[config.mk]
export PLATFORM = sky130hd
export DESIGN_NAME = cam_capture_ctrl
export DESIGN_NICKNAME = d
export VERILOG_FILES = /design/src/rtl/cam_capture_ctrl.sv
export SDC_FILE = /design/constraint.sdc
export NUM_CORES = 1
export LEC_CHECK = 0
export BUFFER_PORTS_ARGS = -buffer_cell sky130_fd_sc_hd__buf_2
export CORE_MARGIN = 2
export CORE_UTILIZATION = 50
export DETAILED_ROUTE_END_ITERATION = 8
export PLACE_DENSITY = 0.77
export SLEW_MARGIN = 5
export SYNTH_ARGS = -nofsm -noshare
export SYNTH_HDL_FRONTEND = slang
export SYNTH_SLANG_ARGS = --single-unit
[constraint.sdc]
create_clock -name clk -period 2.21 [get_ports clk]
set_clock_uncertainty 0.1 [all_clocks]
set_input_delay 0 -clock clk [delete_from_list [all_inputs] [get_ports clk]]
set_output_delay 0 -clock clk [all_outputs]
set_load 0.05 [all_outputs]
[src/rtl/cam_capture_ctrl.sv]
// rtl/cam_capture_ctrl.sv - OV7670 single-frame capture sequencer driving the image RAM write port
//
// The camera's pclk/href/vsync/data are oversampled in the clk domain. A capture is
// armed by a start pulse and runs from the next VSYNC fall to the following VSYNC rise.
// Optional build macro: CAM_BYTE_PACK_EN packs byte pairs into 16-bit words
// (word addresses, limit MAX_BYTES/2 words). Without it, one write is made per byte.

module cam_capture_ctrl #(
  parameter int ADDR_W      = 18,
  parameter int MAX_BYTES   = 153600,
  parameter int SYNC_STAGES = 2
) (
  input  logic              clk,
  input  logic              rst,
  input  logic              start,
  input  logic              abort,
  input  logic              cam_vsync,
  input  logic              cam_href,
  input  logic              cam_pclk,
  input  logic [7:0]        cam_data,
  output logic              wr_en,
  output logic [ADDR_W-1:0] wr_addr,
  output logic [15:0]       wr_data,
  output logic              busy,
  output logic              done,
  output logic              overflow,
  output logic [ADDR_W:0]   byte_count
);

  localparam int CNT_W = ADDR_W + 1;
  localparam logic [CNT_W-1:0] CNT_MAX     = '1;
  localparam logic [CNT_W-1:0] MAX_BYTES_C = CNT_W'(MAX_BYTES);
`ifdef CAM_BYTE_PACK_EN
  localparam logic [CNT_W-1:0] WR_LIMIT_C  = CNT_W'(MAX_BYTES / 2);
`endif

  typedef enum logic [1:0] {
    S_IDLE    = 2'd0,
    S_ARMED   = 2'd1,
    S_CAPTURE = 2'd2
  } state_t;

  // Synchroniser chains; data travels with the same depth as pclk so a
  // detected pclk rise always sees the byte the camera presented with it.
  logic [SYNC_STAGES-1:0] pclk_sync_q;
  logic [SYNC_STAGES-1:0] href_sync_q;
  logic [SYNC_STAGES-1:0] vs_sync_q;
  logic [7:0]             data_sync_q [SYNC_STAGES];
  logic                   pclk_prev_q;
  logic                   vs_prev_q;

  logic       pclk_s;
  logic       href_s;
  logic       vs_s;
  logic [7:0] data_s;
  logic       pclk_rise;
  logic       vs_fall;
  logic       vs_rise;
  logic       byte_valid;

  state_t            state_q,      state_d;
  logic [CNT_W-1:0]  byte_count_q, byte_count_d;
  logic              overflow_q,   overflow_d;
  logic [ADDR_W-1:0] addr_q,       addr_d;
  logic              wr_en_q,      wr_en_d;
  logic [ADDR_W-1:0] wr_addr_q,    wr_addr_d;
  logic [15:0]       wr_data_q,    wr_data_d;
  logic              done_q,       done_d;
`ifdef CAM_BYTE_PACK_EN
  logic              pair_q,       pair_d;
  logic [7:0]        hi_byte_q,    hi_byte_d;
`endif

  // Oversample the raw camera signals and keep one previous sample for edges.
  always_ff @(posedge clk) begin
    if (rst) begin
      pclk_sync_q <= '0;
      href_sync_q <= '0;
      vs_sync_q   <= '0;
      for (int i = 0; i < SYNC_STAGES; i++) begin
        data_sync_q[i] <= 8'h00;
      end
      pclk_prev_q <= 1'b0;
      vs_prev_q   <= 1'b0;
    end else begin
      pclk_sync_q[0] <= cam_pclk;
      href_sync_q[0] <= cam_href;
      vs_sync_q[0]   <= cam_vsync;
      data_sync_q[0] <= cam_data;
      for (int i = 1; i < SYNC_STAGES; i++) begin
        pclk_sync_q[i] <= pclk_sync_q[i-1];
        href_sync_q[i] <= href_sync_q[i-1];
        vs_sync_q[i]   <= vs_sync_q[i-1];
        data_sync_q[i] <= data_sync_q[i-1];
      end
      pclk_prev_q <= pclk_sync_q[SYNC_STAGES-1];
      vs_prev_q   <= vs_sync_q[SYNC_STAGES-1];
    end
  end

  // Synchronised levels and single-cycle edge strobes.
  always_comb begin
    pclk_s     = pclk_sync_q[SYNC_STAGES-1];
    href_s     = href_sync_q[SYNC_STAGES-1];
    vs_s       = vs_sync_q[SYNC_STAGES-1];
    data_s     = data_sync_q[SYNC_STAGES-1];
    pclk_rise  = pclk_s & ~pclk_prev_q;
    vs_fall    = ~vs_s & vs_prev_q;
    vs_rise    = vs_s & ~vs_prev_q;
    byte_valid = pclk_rise & href_s;
  end

  // Capture state and counter registers.
  always_ff @(posedge clk) begin
    if (rst) begin
      state_q      <= S_IDLE;
      byte_count_q <= '0;
      overflow_q   <= 1'b0;
      addr_q       <= '0;
      wr_en_q      <= 1'b0;
      wr_addr_q    <= '0;
      wr_data_q    <= 16'h0000;
      done_q       <= 1'b0;
`ifdef CAM_BYTE_PACK_EN
      pair_q       <= 1'b0;
      hi_byte_q    <= 8'h00;
`endif
    end else begin
      state_q      <= state_d;
      byte_count_q <= byte_count_d;
      overflow_q   <= overflow_d;
      addr_q       <= addr_d;
      wr_en_q      <= wr_en_d;
      wr_addr_q    <= wr_addr_d;
      wr_data_q    <= wr_data_d;
      done_q       <= done_d;
`ifdef CAM_BYTE_PACK_EN
      pair_q       <= pair_d;
      hi_byte_q    <= hi_byte_d;
`endif
    end
  end

  // Next state, byte accounting and the registered RAM write request.
  // Abort has priority over everything, including a start in the same cycle,
  // and suppresses the write that would otherwise be issued next cycle.
  always_comb begin
    state_d      = state_q;
    byte_count_d = byte_count_q;
    overflow_d   = overflow_q;
    addr_d       = addr_q;
    wr_en_d      = 1'b0;
    wr_addr_d    = wr_addr_q;
    wr_data_d    = wr_data_q;
    done_d       = 1'b0;
`ifdef CAM_BYTE_PACK_EN
    pair_d       = pair_q;
    hi_byte_d    = hi_byte_q;
`endif

    if (abort) begin
      state_d = S_IDLE;
    end else begin
      case (state_q)
        S_IDLE: begin
          if (start) begin
            state_d      = S_ARMED;
            byte_count_d = '0;
            overflow_d   = 1'b0;
            addr_d       = '0;
`ifdef CAM_BYTE_PACK_EN
            pair_d       = 1'b0;
`endif
          end
        end

        S_ARMED: begin
          // Only a falling VSYNC marks a clean frame start; a rise is ignored.
          if (vs_fall) begin
            state_d = S_CAPTURE;
`ifdef CAM_BYTE_PACK_EN
            pair_d  = 1'b0;
`endif
          end
        end

        S_CAPTURE: begin
          if (byte_valid) begin
            if (byte_count_q != CNT_MAX) begin
              byte_count_d = byte_count_q + CNT_W'(1);
            end
            if (byte_count_q >= MAX_BYTES_C) begin
              overflow_d = 1'b1;
            end
`ifdef CAM_BYTE_PACK_EN
            pair_d = ~pair_q;
            if (!pair_q) begin
              hi_byte_d = data_s;
            end else if ({1'b0, addr_q} < WR_LIMIT_C) begin
              wr_en_d   = 1'b1;
              wr_addr_d = addr_q;
              wr_data_d = {hi_byte_q, data_s};
              addr_d    = addr_q + ADDR_W'(1);
            end
`else
            if (byte_count_q < MAX_BYTES_C) begin
              wr_en_d   = 1'b1;
              wr_addr_d = addr_q;
              wr_data_d = {8'h00, data_s};
              addr_d    = addr_q + ADDR_W'(1);
            end
`endif
          end
          // A byte arriving with the closing VSYNC edge is still written above.
          if (vs_rise) begin
            state_d = S_IDLE;
            done_d  = 1'b1;
          end
        end

        default: state_d = S_IDLE;
      endcase
    end
  end

  // Output drive straight from registers.
  always_comb begin
    wr_en      = wr_en_q;
    wr_addr    = wr_addr_q;
    wr_data    = wr_data_q;
    busy       = (state_q != S_IDLE);
    done       = done_q;
    overflow   = overflow_q;
    byte_count = byte_count_q;
  end

endmodule

==> summary.md <==
| Metric | Value |
|---|---|
| Final wirelength | a little under 9 mm |
| Most used flip-flop cell after synthesis | dfxtp_1 |
| Max Cap Violations | 0 |
| Starting Density | ~51% |
| Multi-input gate area | about 0.0019 mm2 |
| Largest net degree at the start of global routing | between 40 and 50 |
| # DRC | 0 |
| Met1 Routed Length | ~4.0 mm |
| Die width | slightly above 90 um |
| RSZ-0062 raised after global routing | no |
| Synth-to-layout area growth | 21.7% |
| Synth Cell Area | 0.00386 mm2 |
| FMAX | 0.493 GHz |
| Sum Neg Setup Slack | 0 ns |
| Core area | roughly 0.0076 mm2 |
| Initial DRC Count | 126 |
| Number of synthesized register bits | a little over 90 |
| Top sig layer | met4 |
| Total number of vias | around 3,600 |
| Total global routing overflow | 0 |
| Number of routed nets with antenna violations | 0 |
| Yosys warns | 0 |
| Floorplan row count | 32 |
| CP Max Fanout | 5 |
| TritonCTS clock tree | yes |
| Met3 Wirelength | between 400 and 500 um |
| DIE HEIGHT | slightly above 90 um |
| Share of layout cells above drive strength 1 | 22.7% |
| Worst reg2reg path startpoint | addr_q[1] |
| Pwr/cell area | 635 mW/mm2 |
| Antenna violations before repair | 0 |
| Final worst-path cycle share | ~90% |
| Filler cells | 682 |
| H-Tree Depth | 3 |
| Clk sinks | 92 |
| Met2 Wirelength | between 4 and 5 mm |
| Post-synth cell types | 58 |
| TritonCTS Buffers | 9 |
| Hold Path Origin | cam_data[4] |
| Top Ports | between 70 and 80 |
| Routed WL per cell | 13.6 um |
| Crit path launch type | flip-flop |
| Critical path class | flip-flop to flip-flop |
| Vias per inst | between 5 and 6 |
| Avg Inst Size Synth | between 8 and 9 um2 |
| Later-pin clock latency in the skew report | approximately 0.37 ns |
| DP Wirelength | around 6.2 mm |
| HP Class | primary input to flip-flop |
| Total GRT Usage | roughly a fifth |
| Pleak | 1.79 nW |
| Register area share after synthesis | around 48% |
| Slew Limit Fails | 0 |
| CP arrival | 2.20 ns |
| Cells after synthesis | about 450 |
| Final Hold Viols | 0 |
| Tot Pwr | about 3.0 mW |
| Status | finished, final reports clean |
| Routability cong. | between 0.9 and 1 |
| Die area | about 0.0084 mm2 |
| Reg2Reg Setup Slack | 0.18 ns |
| Number of global-route vias before repair | ~3,200 |
| First-pass GRT wire length | approximately 15 mm |
| Hold path endpoint | data_sync_q[0][4] |
| Worst r2r dst | addr_q[16] |
| Critical Path RT | ~2.4 ns |
| Fin crit period | just over 2 ns |
| Diodes inserted | 0 |
| Drt pass-1 iters | 4 |
| CP Capture Type | flip-flop |
| Max VDD drop | between 400 and 500 uV |
| FF-to-FF path depth | 6 |
| Nets@finish | 560 |
| Final setup fails | 0 |
| Clock Pin Slew Worst Setup and Hold Paths | about 0.11 ns |
| Root Driver | clkbuf_8 |
| Synth async-reset ratio | 0% |
| Area taken by flip-flops and latches | around 0.0018 mm2 |
| # port buffers | 63 |
| EDFF count, synth | 0 |
| Clock Path Buffers | 2 |
| Hold Path Depth | 3 |
-- flip-flops by register name, indices dropped and copies added (netlist names), 2 cells and up --
signal	cells
vs_sync_q	2
pclk_sync_q	2
state_q	2
data_sync_q	16
wr_addr	18
byte_count	19
href_sync_q	2
addr_q	18
wr_data	8
-- metal layers --
metal	up-vias	GRT usage [%]
li1	1757	-
met1	1671	27.1
met2	101	35.0
met3	21	4.03
met4	0	10.1
met5	-	0
-- worst max-delay path, stage by stage, from the launching register on --
cell	delay, ns
dfxtp_1	0.42
ha_1	0.21
nand3_1	0.10
or4_1	0.60
nor2_1	0.16
a31oi_1	0.10
a311oi_1	0.24
-- through the flow --
step                setup slack, ns  std cells  cell area [um2]  util [%]  hold WS (ns)
floorplan                    0.0136        460             3880         -       -0.0233
global placement              0.197        617             4330      56.9         0.106
detailed placement            0.120        617             4330      56.9         0.115
CTS                          0.0837        647             4670      61.4         0.253
global route                 0.0447        649             4690      61.7         0.257
finish                        0.181        649             4690      61.7         0.268
-- timing repair --
action / 4_1_cts / 5_1_grt
hold buffers: 14 / 0
endpoints found under the setup margin: 0 / 10
hold endpoints to repair: 29 / 0
setup buffers: 0 / 2
gates resized for setup: 0 / 3
-- cell usage in the layout (no fill, tap or decap), types with 2 or more instances in the layout --
master and n:
nand2_1 84, a31oi_1 9, clkbuf_8 9, a2bb2oi_1 2, or3_1 3, dfxtp_2 2, o31ai_1 2, or2_2 3
buf_4 22, nor3_1 8, or4_1 4, xnor2_1 3, clkinv_4 2, dfxtp_1 90, nand3_1 18, inv_1 8
a21oi_1 52, nor2b_1 27, conb_1 8, nand2b_1 4, nand4_1 5, nor2_1 25, nor4_1 6, o211ai_1 2
inv_8 3, o21ai_0 16, a41oi_1 4, ha_1 2, buf_2 63, a311oi_1 8, dlygate4sd3_1 14, o21ai_2 4
and3_1 3
-- kinds of logic after synthesis --
kind of cell,after synthesis,share of synthesized area [%]
AOI/OAI and AO/OA,111,17.9
xor gates and xnor gates,3,0.682
adders and majority gates,3,0.973
buffers and inverters,36,4.64
DFF,92,47.8
muxes,1,0.260
other,1,0.0972
and+or+nand+nor,206,27.7
-- final cells by class --
class	count	share of cell area (%)
clock buffer	9	2.64
clock inverter	7	1.63
inverter	8	0.640
multi-input combinational	332	39.9
sequential	92	39.3
tap	102	2.72
timing repair buffer	99	13.2
-- power breakdown --
group	switching (mW)	leakage, nW	internal, mW
logic	0.102	0.940	0.0560
clock network	0.689	0.103	0.450
registers	0.00709	0.747	1.68
total	0.798	1.79	2.18
-- worst max-delay path by stage --
stage	depth (start not counted)	to	slack, ns	from
3_5_place_dp	7	byte_count[15]	0.12	byte_count[1]
3_3_place_gp	7	byte_count[5]	0.20	byte_count[1]
2_1_floorplan	6	byte_count[13]	0.01	byte_count[7]
6_report	6	addr_q[16]	0.18	addr_q[1]
4_1_cts	7	byte_count[15]	0.08	byte_count[1]
5_1_grt	7	byte_count[2]	0.04	byte_count[0]
-- Yosys cell counts (4+ instances only) --
master    instances  share of area [%]
nand2_1          84                8.2
or4_1             4               0.78
buf_4             8                1.6
inv_1             8               0.78
dfxtp_1          92                 48
o21ai_0          17                2.2
nand2b_1          4               0.65
nor2b_1          27                4.4
nor3_1            8                1.0
a31oi_1           9                1.5
nor4_1            6               0.97
nand3_1          18                2.3
o21ai_2           5                1.1
buf_2             4               0.52
clkbuf_1         14                1.4
a311oi_1          8                1.8
nand4_1           5               0.81
a41oi_1           4               0.91
a21oi_1          52                6.7
nor2_1           25                2.4
No activity file was read; power rests on OpenSTA's default activity.
